$ cat src/rtl/mem_bus_pkg.sv
// Shared types and constants for the main-memory bus initiator.
// Holds the state encoding, operation codes, word stride and matrix base addresses.
package mem_bus_pkg;

   typedef enum logic [3:0] {
      IDLE,
      RD_SETUP,
      RD_STROBE,
      RD_GAP,
      WR_FETCH,
      WR_SETUP,
      WR_STROBE,
      WR_HOLD,
      DONE
   } mem_state_e;

   localparam logic MEM_OP_READ  = 1'b0;
   localparam logic MEM_OP_WRITE = 1'b1;

   localparam int WORD_STRIDE = 4;

   localparam logic [31:0] MAT_A_BASE = 32'h0000_0200;
   localparam logic [31:0] MAT_B_BASE = 32'h0000_0300;
   localparam logic [31:0] MAT_C_BASE = 32'h0000_0100;

   // A request is legal when it moves 1..max_burst words from a word-aligned base.
   function automatic logic req_legal(input logic [3:0] len,
                                      input logic [1:0] addr_lsb,
                                      input int         max_burst);
      return (len != 4'd0) && (int'(len) <= max_burst) && (addr_lsb == 2'b00);
   endfunction

endpackage

$ cat src/rtl/mem_wait_counter.sv
// Loadable down-counter that times how long a memory strobe stays high.
// last is asserted while the count sits at zero, i.e. on the final strobe cycle.
module mem_wait_counter #(
   parameter int CNT_W = 1
) (
   input  logic             clk,
   input  logic             rst_n,
   input  logic             load,
   input  logic [CNT_W-1:0] count,
   output logic             last
);

   logic [CNT_W-1:0] cnt_q;

   always_ff @(posedge clk) begin
      if (!rst_n) begin
         cnt_q <= '0;
      end else if (load) begin
         cnt_q <= count;
      end else if (cnt_q != '0) begin
         cnt_q <= cnt_q - CNT_W'(1);
      end
   end

   assign last = (cnt_q == '0);

endmodule

$ cat src/rtl/mem_burst_initiator.sv
// Initiator side of the main-memory bus: single-word and burst reads/writes at word stride.
// Address and write data only move while both strobes are low, so the level-sensitive memory sees stable values.
module mem_burst_initiator
   import mem_bus_pkg::*;
#(
   parameter int ADDR_W      = 32,
   parameter int DATA_W      = 32,
   parameter int MAX_BURST   = 9,
   parameter int WAIT_CYCLES = 1
) (
   input  logic              clk,
   input  logic              rst_n,
   input  logic              start,
   input  logic              rw,
   input  logic [ADDR_W-1:0] base_addr,
   input  logic [3:0]        len,
   input  logic [DATA_W-1:0] wdata,
   input  logic              wdata_valid,
   output logic              wdata_ready,
   output logic [DATA_W-1:0] rdata,
   output logic              rdata_valid,
   output logic              busy,
   output logic              done,
   output logic              err,
   output logic              memread,
   output logic              memwrite,
   output logic [ADDR_W-1:0] address,
   output logic [DATA_W-1:0] data_in,
   input  logic [DATA_W-1:0] data_out
);

   localparam int WC_W  = $clog2(MAX_BURST + 1);
   localparam int CNT_W = (WAIT_CYCLES > 1) ? $clog2(WAIT_CYCLES) : 1;

   mem_state_e        state_q, state_d;
   logic [ADDR_W-1:0] addr_q;
   logic [DATA_W-1:0] wd_q;
   logic [DATA_W-1:0] rd_q;
   logic [3:0]        len_q;
   logic [WC_W-1:0]   word_q;
   logic              busy_q;
   logic              err_q;
   logic              accept;
   logic              reject;
   logic              wait_load;
   logic              wait_last;
   logic              last_word;

   mem_wait_counter #(
      .CNT_W (CNT_W)
   ) u_wait (
      .clk   (clk),
      .rst_n (rst_n),
      .load  (wait_load),
      .count (CNT_W'(WAIT_CYCLES - 1)),
      .last  (wait_last)
   );

   assign last_word = ((int'(word_q) + 1) == int'(len_q));

   always_ff @(posedge clk) begin
      if (!rst_n) begin
         state_q <= IDLE;
      end else begin
         state_q <= state_d;
      end
   end

   always_comb begin
      state_d     = state_q;
      accept      = 1'b0;
      reject      = 1'b0;
      wait_load   = 1'b0;
      memread     = 1'b0;
      memwrite    = 1'b0;
      rdata_valid = 1'b0;
      wdata_ready = 1'b0;
      done        = 1'b0;
      err         = 1'b0;
      case (state_q)
         IDLE: begin
            if (start) begin
               if (req_legal(len, base_addr[1:0], MAX_BURST)) begin
                  accept  = 1'b1;
                  state_d = (rw == MEM_OP_WRITE) ? WR_FETCH : RD_SETUP;
               end else begin
                  reject  = 1'b1;
                  state_d = DONE;
               end
            end
         end
         RD_SETUP: begin
            wait_load = 1'b1;
            state_d   = RD_STROBE;
         end
         RD_STROBE: begin
            memread = 1'b1;
            if (wait_last) state_d = RD_GAP;
         end
         RD_GAP: begin
            rdata_valid = 1'b1;
            state_d     = last_word ? DONE : RD_SETUP;
         end
         WR_FETCH: begin
            wdata_ready = 1'b1;
            if (wdata_valid) state_d = WR_SETUP;
         end
         WR_SETUP: begin
            wait_load = 1'b1;
            state_d   = WR_STROBE;
         end
         WR_STROBE: begin
            memwrite = 1'b1;
            if (wait_last) state_d = WR_HOLD;
         end
         WR_HOLD: begin
            state_d = last_word ? DONE : WR_FETCH;
         end
         DONE: begin
            done    = 1'b1;
            err     = err_q;
            state_d = IDLE;
         end
         default: state_d = IDLE;
      endcase
   end

   // Address steps only in RD_GAP / WR_HOLD, where both strobes are already low.
   always_ff @(posedge clk) begin
      if (!rst_n) begin
         addr_q <= '0;
         wd_q   <= '0;
         rd_q   <= '0;
         len_q  <= '0;
         word_q <= '0;
         busy_q <= 1'b0;
         err_q  <= 1'b0;
      end else begin
         if (accept) begin
            addr_q <= base_addr;
            len_q  <= len;
            word_q <= '0;
            busy_q <= 1'b1;
            err_q  <= 1'b0;
         end
         if (reject) err_q <= 1'b1;
         if (state_q == DONE) busy_q <= 1'b0;
         if ((state_q == RD_STROBE) && wait_last) rd_q <= data_out;
         if ((state_q == WR_FETCH) && wdata_valid) wd_q <= wdata;
         if (((state_q == RD_GAP) || (state_q == WR_HOLD)) && !last_word) begin
            addr_q <= addr_q + ADDR_W'(WORD_STRIDE);
            word_q <= word_q + WC_W'(1);
         end
      end
   end

   assign address = addr_q;
   assign data_in = wd_q;
   assign rdata   = rd_q;
   assign busy    = busy_q;

endmodule
$ cat config.mk
export PLATFORM = sky130hd
export DESIGN_NAME = mem_burst_initiator
export DESIGN_NICKNAME = d
export VERILOG_FILES = /design/src/rtl/mem_bus_pkg.sv /design/src/rtl/mem_wait_counter.sv /design/src/rtl/mem_burst_initiator.sv
export SDC_FILE = /design/constraint.sdc
export NUM_CORES = 1
export LEC_CHECK = 0
export ABC_AREA = 1
export BUFFER_PORTS_ARGS = -buffer_cell sky130_fd_sc_hd__clkbuf_2
export CAP_MARGIN = 20
export CORE_MARGIN = 1.5
export CORE_UTILIZATION = 38
export DETAILED_ROUTE_END_ITERATION = 7
export PLACE_DENSITY = 0.67
export SLEW_MARGIN = 10
export SYNTH_ARGS = -nofsm -noshare
export SYNTH_HDL_FRONTEND = slang
export SYNTH_SLANG_ARGS = --single-unit
$ cat constraint.sdc
create_clock -name clk -period 1.64 [get_ports clk]
set_input_delay 0.328 -clock clk [delete_from_list [all_inputs] [get_ports clk]]
set_output_delay 0.328 -clock clk [all_outputs]
set_load 0.05 [all_outputs]
==> flow_metrics.env <==
export IMPL_finalHoldViolCount=0
export IMPL_ys_ff_latch=111
export IMPL_whs_ps=209
export IMPL_yosys_cell_count_top_type="nand2_1"
export IMPL_detail_route_antenna_nets=0
export IMPL_synth_nets=940
export IMPL_cts_sink_count=111
export IMPL_yosys_area_top_type="dfxtp_1"
export IMPL_port_buffers=207
export IMPL_crit_chain="nor2_4, inv_2, buf_6, nor3_4, buf_8"
export IMPL_crit_buf_inv=3
export IMPL_layoutNonFillerInstCount=1280
export IMPL_maxCapViolations=0
export IMPL_worst_slack_ps=-157
export IMPL_dpl_cell_count=1242
export IMPL_setup_viol=66
export IMPL_finalCritPeriodShare=1.10
export IMPL_grt_antenna_before_repair=0
export IMPL_cp_start_kind="flop"
export IMPL_async_flop_share=0
export IMPL_slowest_stage="dfxtp_4"
export IMPL_routed_wl_um=18200
export IMPL_rows=43
export IMPL_synth_top_area_share=0.411
export IMPL_vias=6237
export IMPL_hold_start="wdata[0]"
export IMPL_hpwl_um=12400
export IMPL_die_w_um=122
export IMPL_fmax_ghz=0.557
export IMPL_drc=0
export IMPL_cts_tree="yes"
export IMPL_area_delta_synth_final_pct=49.6
export IMPL_grtUsageMet2=0.402
export IMPL_gr_usage_met3=0.0753
export IMPL_root_buffer="clkbuf_16"
export IMPL_numCtsBuffers=9
export IMPL_required_ps=1310
export IMPL_drv_slew=0
export IMPL_vdd_drop_max_uv=899
export IMPL_place_congestion=0.867
export IMPL_skew_ps=9.05
export IMPL_hold_end="data_in[0]"
export IMPL_initial_core_util=0.389
export IMPL_top_usage_layer="met2"
export IMPL_antenna_cells=0
export IMPL_p_leak_nw=3.58
export IMPL_end_kind="output pin"
export IMPL_hold_class="input port to flop"
export IMPL_dieArea_mm2=0.0149
export IMPL_yosys_top_cells_count="nand2_1, nand3_1, dfxtp_1"
export IMPL_cp_top_family="flip-flops"
export IMPL_postPlaceCellArea_mm2=0.00710
export IMPL_drt_pass1_iter_count=5
export IMPL_cp_slowest_stage_delay_ps=370
export IMPL_r2r_setup_slack_ps=-120
export IMPL_dp_slack_ps=-141
export IMPL_grt_ovfl_total=0
export IMPL_io_pins=208
export IMPL_grt_pass1_vias=5797
export IMPL_worstSkewPairLatency_ps=360
export IMPL_worstReg2RegEnd="address[16]"
export IMPL_viasPerCell=4.87
export IMPL_drtIter0Drc=378
export IMPL_rsz0062_at_grt="true"
export IMPL_min_period_ps=1800
export IMPL_pwr_density_cell_mw_per_mm2=759
export IMPL_ys_warn_count=0
export IMPL_hold_buffers=0
export IMPL_yosys_top_cells_area="dfxtp_1, nand2_1, nand3_1"
export IMPL_fillers=1333
export IMPL_htreeDepth=3
export IMPL_synth_edf_count=0
export IMPL_whs_path_depth=3
export IMPL_r2r_start="word_q[0]"
export IMPL_critPathKind="flop to output pin"
export IMPL_drive_gt1_frac=0.363
export IMPL_die_y_um=122
export IMPL_finalPower_mw=6.13
export IMPL_seq_area_frac_synth=0.411
export IMPL_synthCells=833
export IMPL_violations="setup timing"
export IMPL_final_nets=1202
export IMPL_worstPathMaxFanout=3
export IMPL_ys_flop_type="dfxtp_1"
export IMPL_core_area_mm2=0.0139
export IMPL_fin_area_mm2=0.00808
export IMPL_cts_buffer_depth=2
export IMPL_post_drt_wl_per_cell_um=14.2
export IMPL_grt_pass1_wl_um=27900
export IMPL_track_usage=0.235
export IMPL_grt_max_degree=56
export IMPL_critPathArrivalTime_ps=1470
export IMPL_worstRegToRegCells=13
export IMPL_finalSetupTns_ps=-3190
export IMPL_synth_area_mm2=0.00540
export IMPL_clk_pin_slew_ps=80
export IMPL_use_met1=0.284
export IMPL_syn_area_per_cell_um2=6.48
export IMPL_outcome="complete, but fails checks"
export IMPL_final_util=0.582
export IMPL_yosysUniqueCellTypes=33
## metal layers
metal / wire length, um / vias up / part of all wire
met4: 256 / 0 / 0.014
met2: 8730 / 225 / 0.48
met1: 7550 / 2797 / 0.42
met5: 0 / - / 0
li1: - / 3197 / -
met3: 1650 / 18 / 0.091
## worst reg2reg max path, delay by kind of cell, from the launching register on
kind / cells / cell delay, ps
buf+inv: 2 / 220
fa+ha+maj: 1 / 280
simple gates: 10 / 800
flops: 1 / 360
## flip-flops by register name (all words and copies together), names as in the netlist
name and cells:
rdata 32, data_in 32, word_q 4, len_q 4
address 32, state_q 4, err_q 1, busy 1
u_wait.cnt_q 1
## how the worst max path moves through the flow
stage | startpoint | cells past startpoint | to | slack, ps
after global placement | base_addr[0] | 11 | address[4] | -120
after detailed placement | base_addr[0] | 10 | address[3] | -140
final | state_q[0] | 5 | wdata_ready | -160
after global routing | word_q[0] | 14 | address[6] | -230
after CTS | state_q[1] | 5 | err | -160
after floorplan | state_q[3] | 2 | err | -150
## layout make-up
| cell class | count | area [um2] | area share |
|---|---|---|---|
| clock buffers | 9 | 225 | 0.0279 |
| clock inverters | 7 | 88.8 | 0.0110 |
| inverters | 69 | 272 | 0.0336 |
| multi-input cells | 611 | 2980 | 0.369 |
| flip-flops and latches | 111 | 2270 | 0.281 |
| well taps | 180 | 225 | 0.0279 |
| repair buffers | 292 | 2000 | 0.248 |
| repair inverters | 1 | 16.3 | 0.00201 |
## what timing repair did
action	CTS	global route
gates resized for setup	60	62
buffers inserted	6	8
pin swaps	10	16
cloned	4	4
endpoints found under the setup margin	41	75
## where the power goes
part           internal [mW]  switching [mW]
Clock                   1.22            1.10
Combinational          0.403           0.602
Sequential              2.75          0.0547
## cells in the final DEF (no fill, tap or decap), types with 9 or more instances in the layout
cell	instances
buf_12	9
nor2_4	9
dfxtp_2	25
nor2_1	77
nand2_2	9
nand3_1	112
inv_1	59
o21ai_1	16
buf_4	57
clkbuf_2	201
buf_6	12
clkbuf_16	12
nand2_1	250
a21oi_1	83
dfxtp_1	81
## cells by family after synthesis
family,share of synthesized area
compound gates,0.107
xor+xnor,0.00811
fa+ha+maj,0.00463
buf+inv,0.0843
flops,0.411
other cells,0.000694
simple gates,0.383
Power figures use the tool's default switching activity.
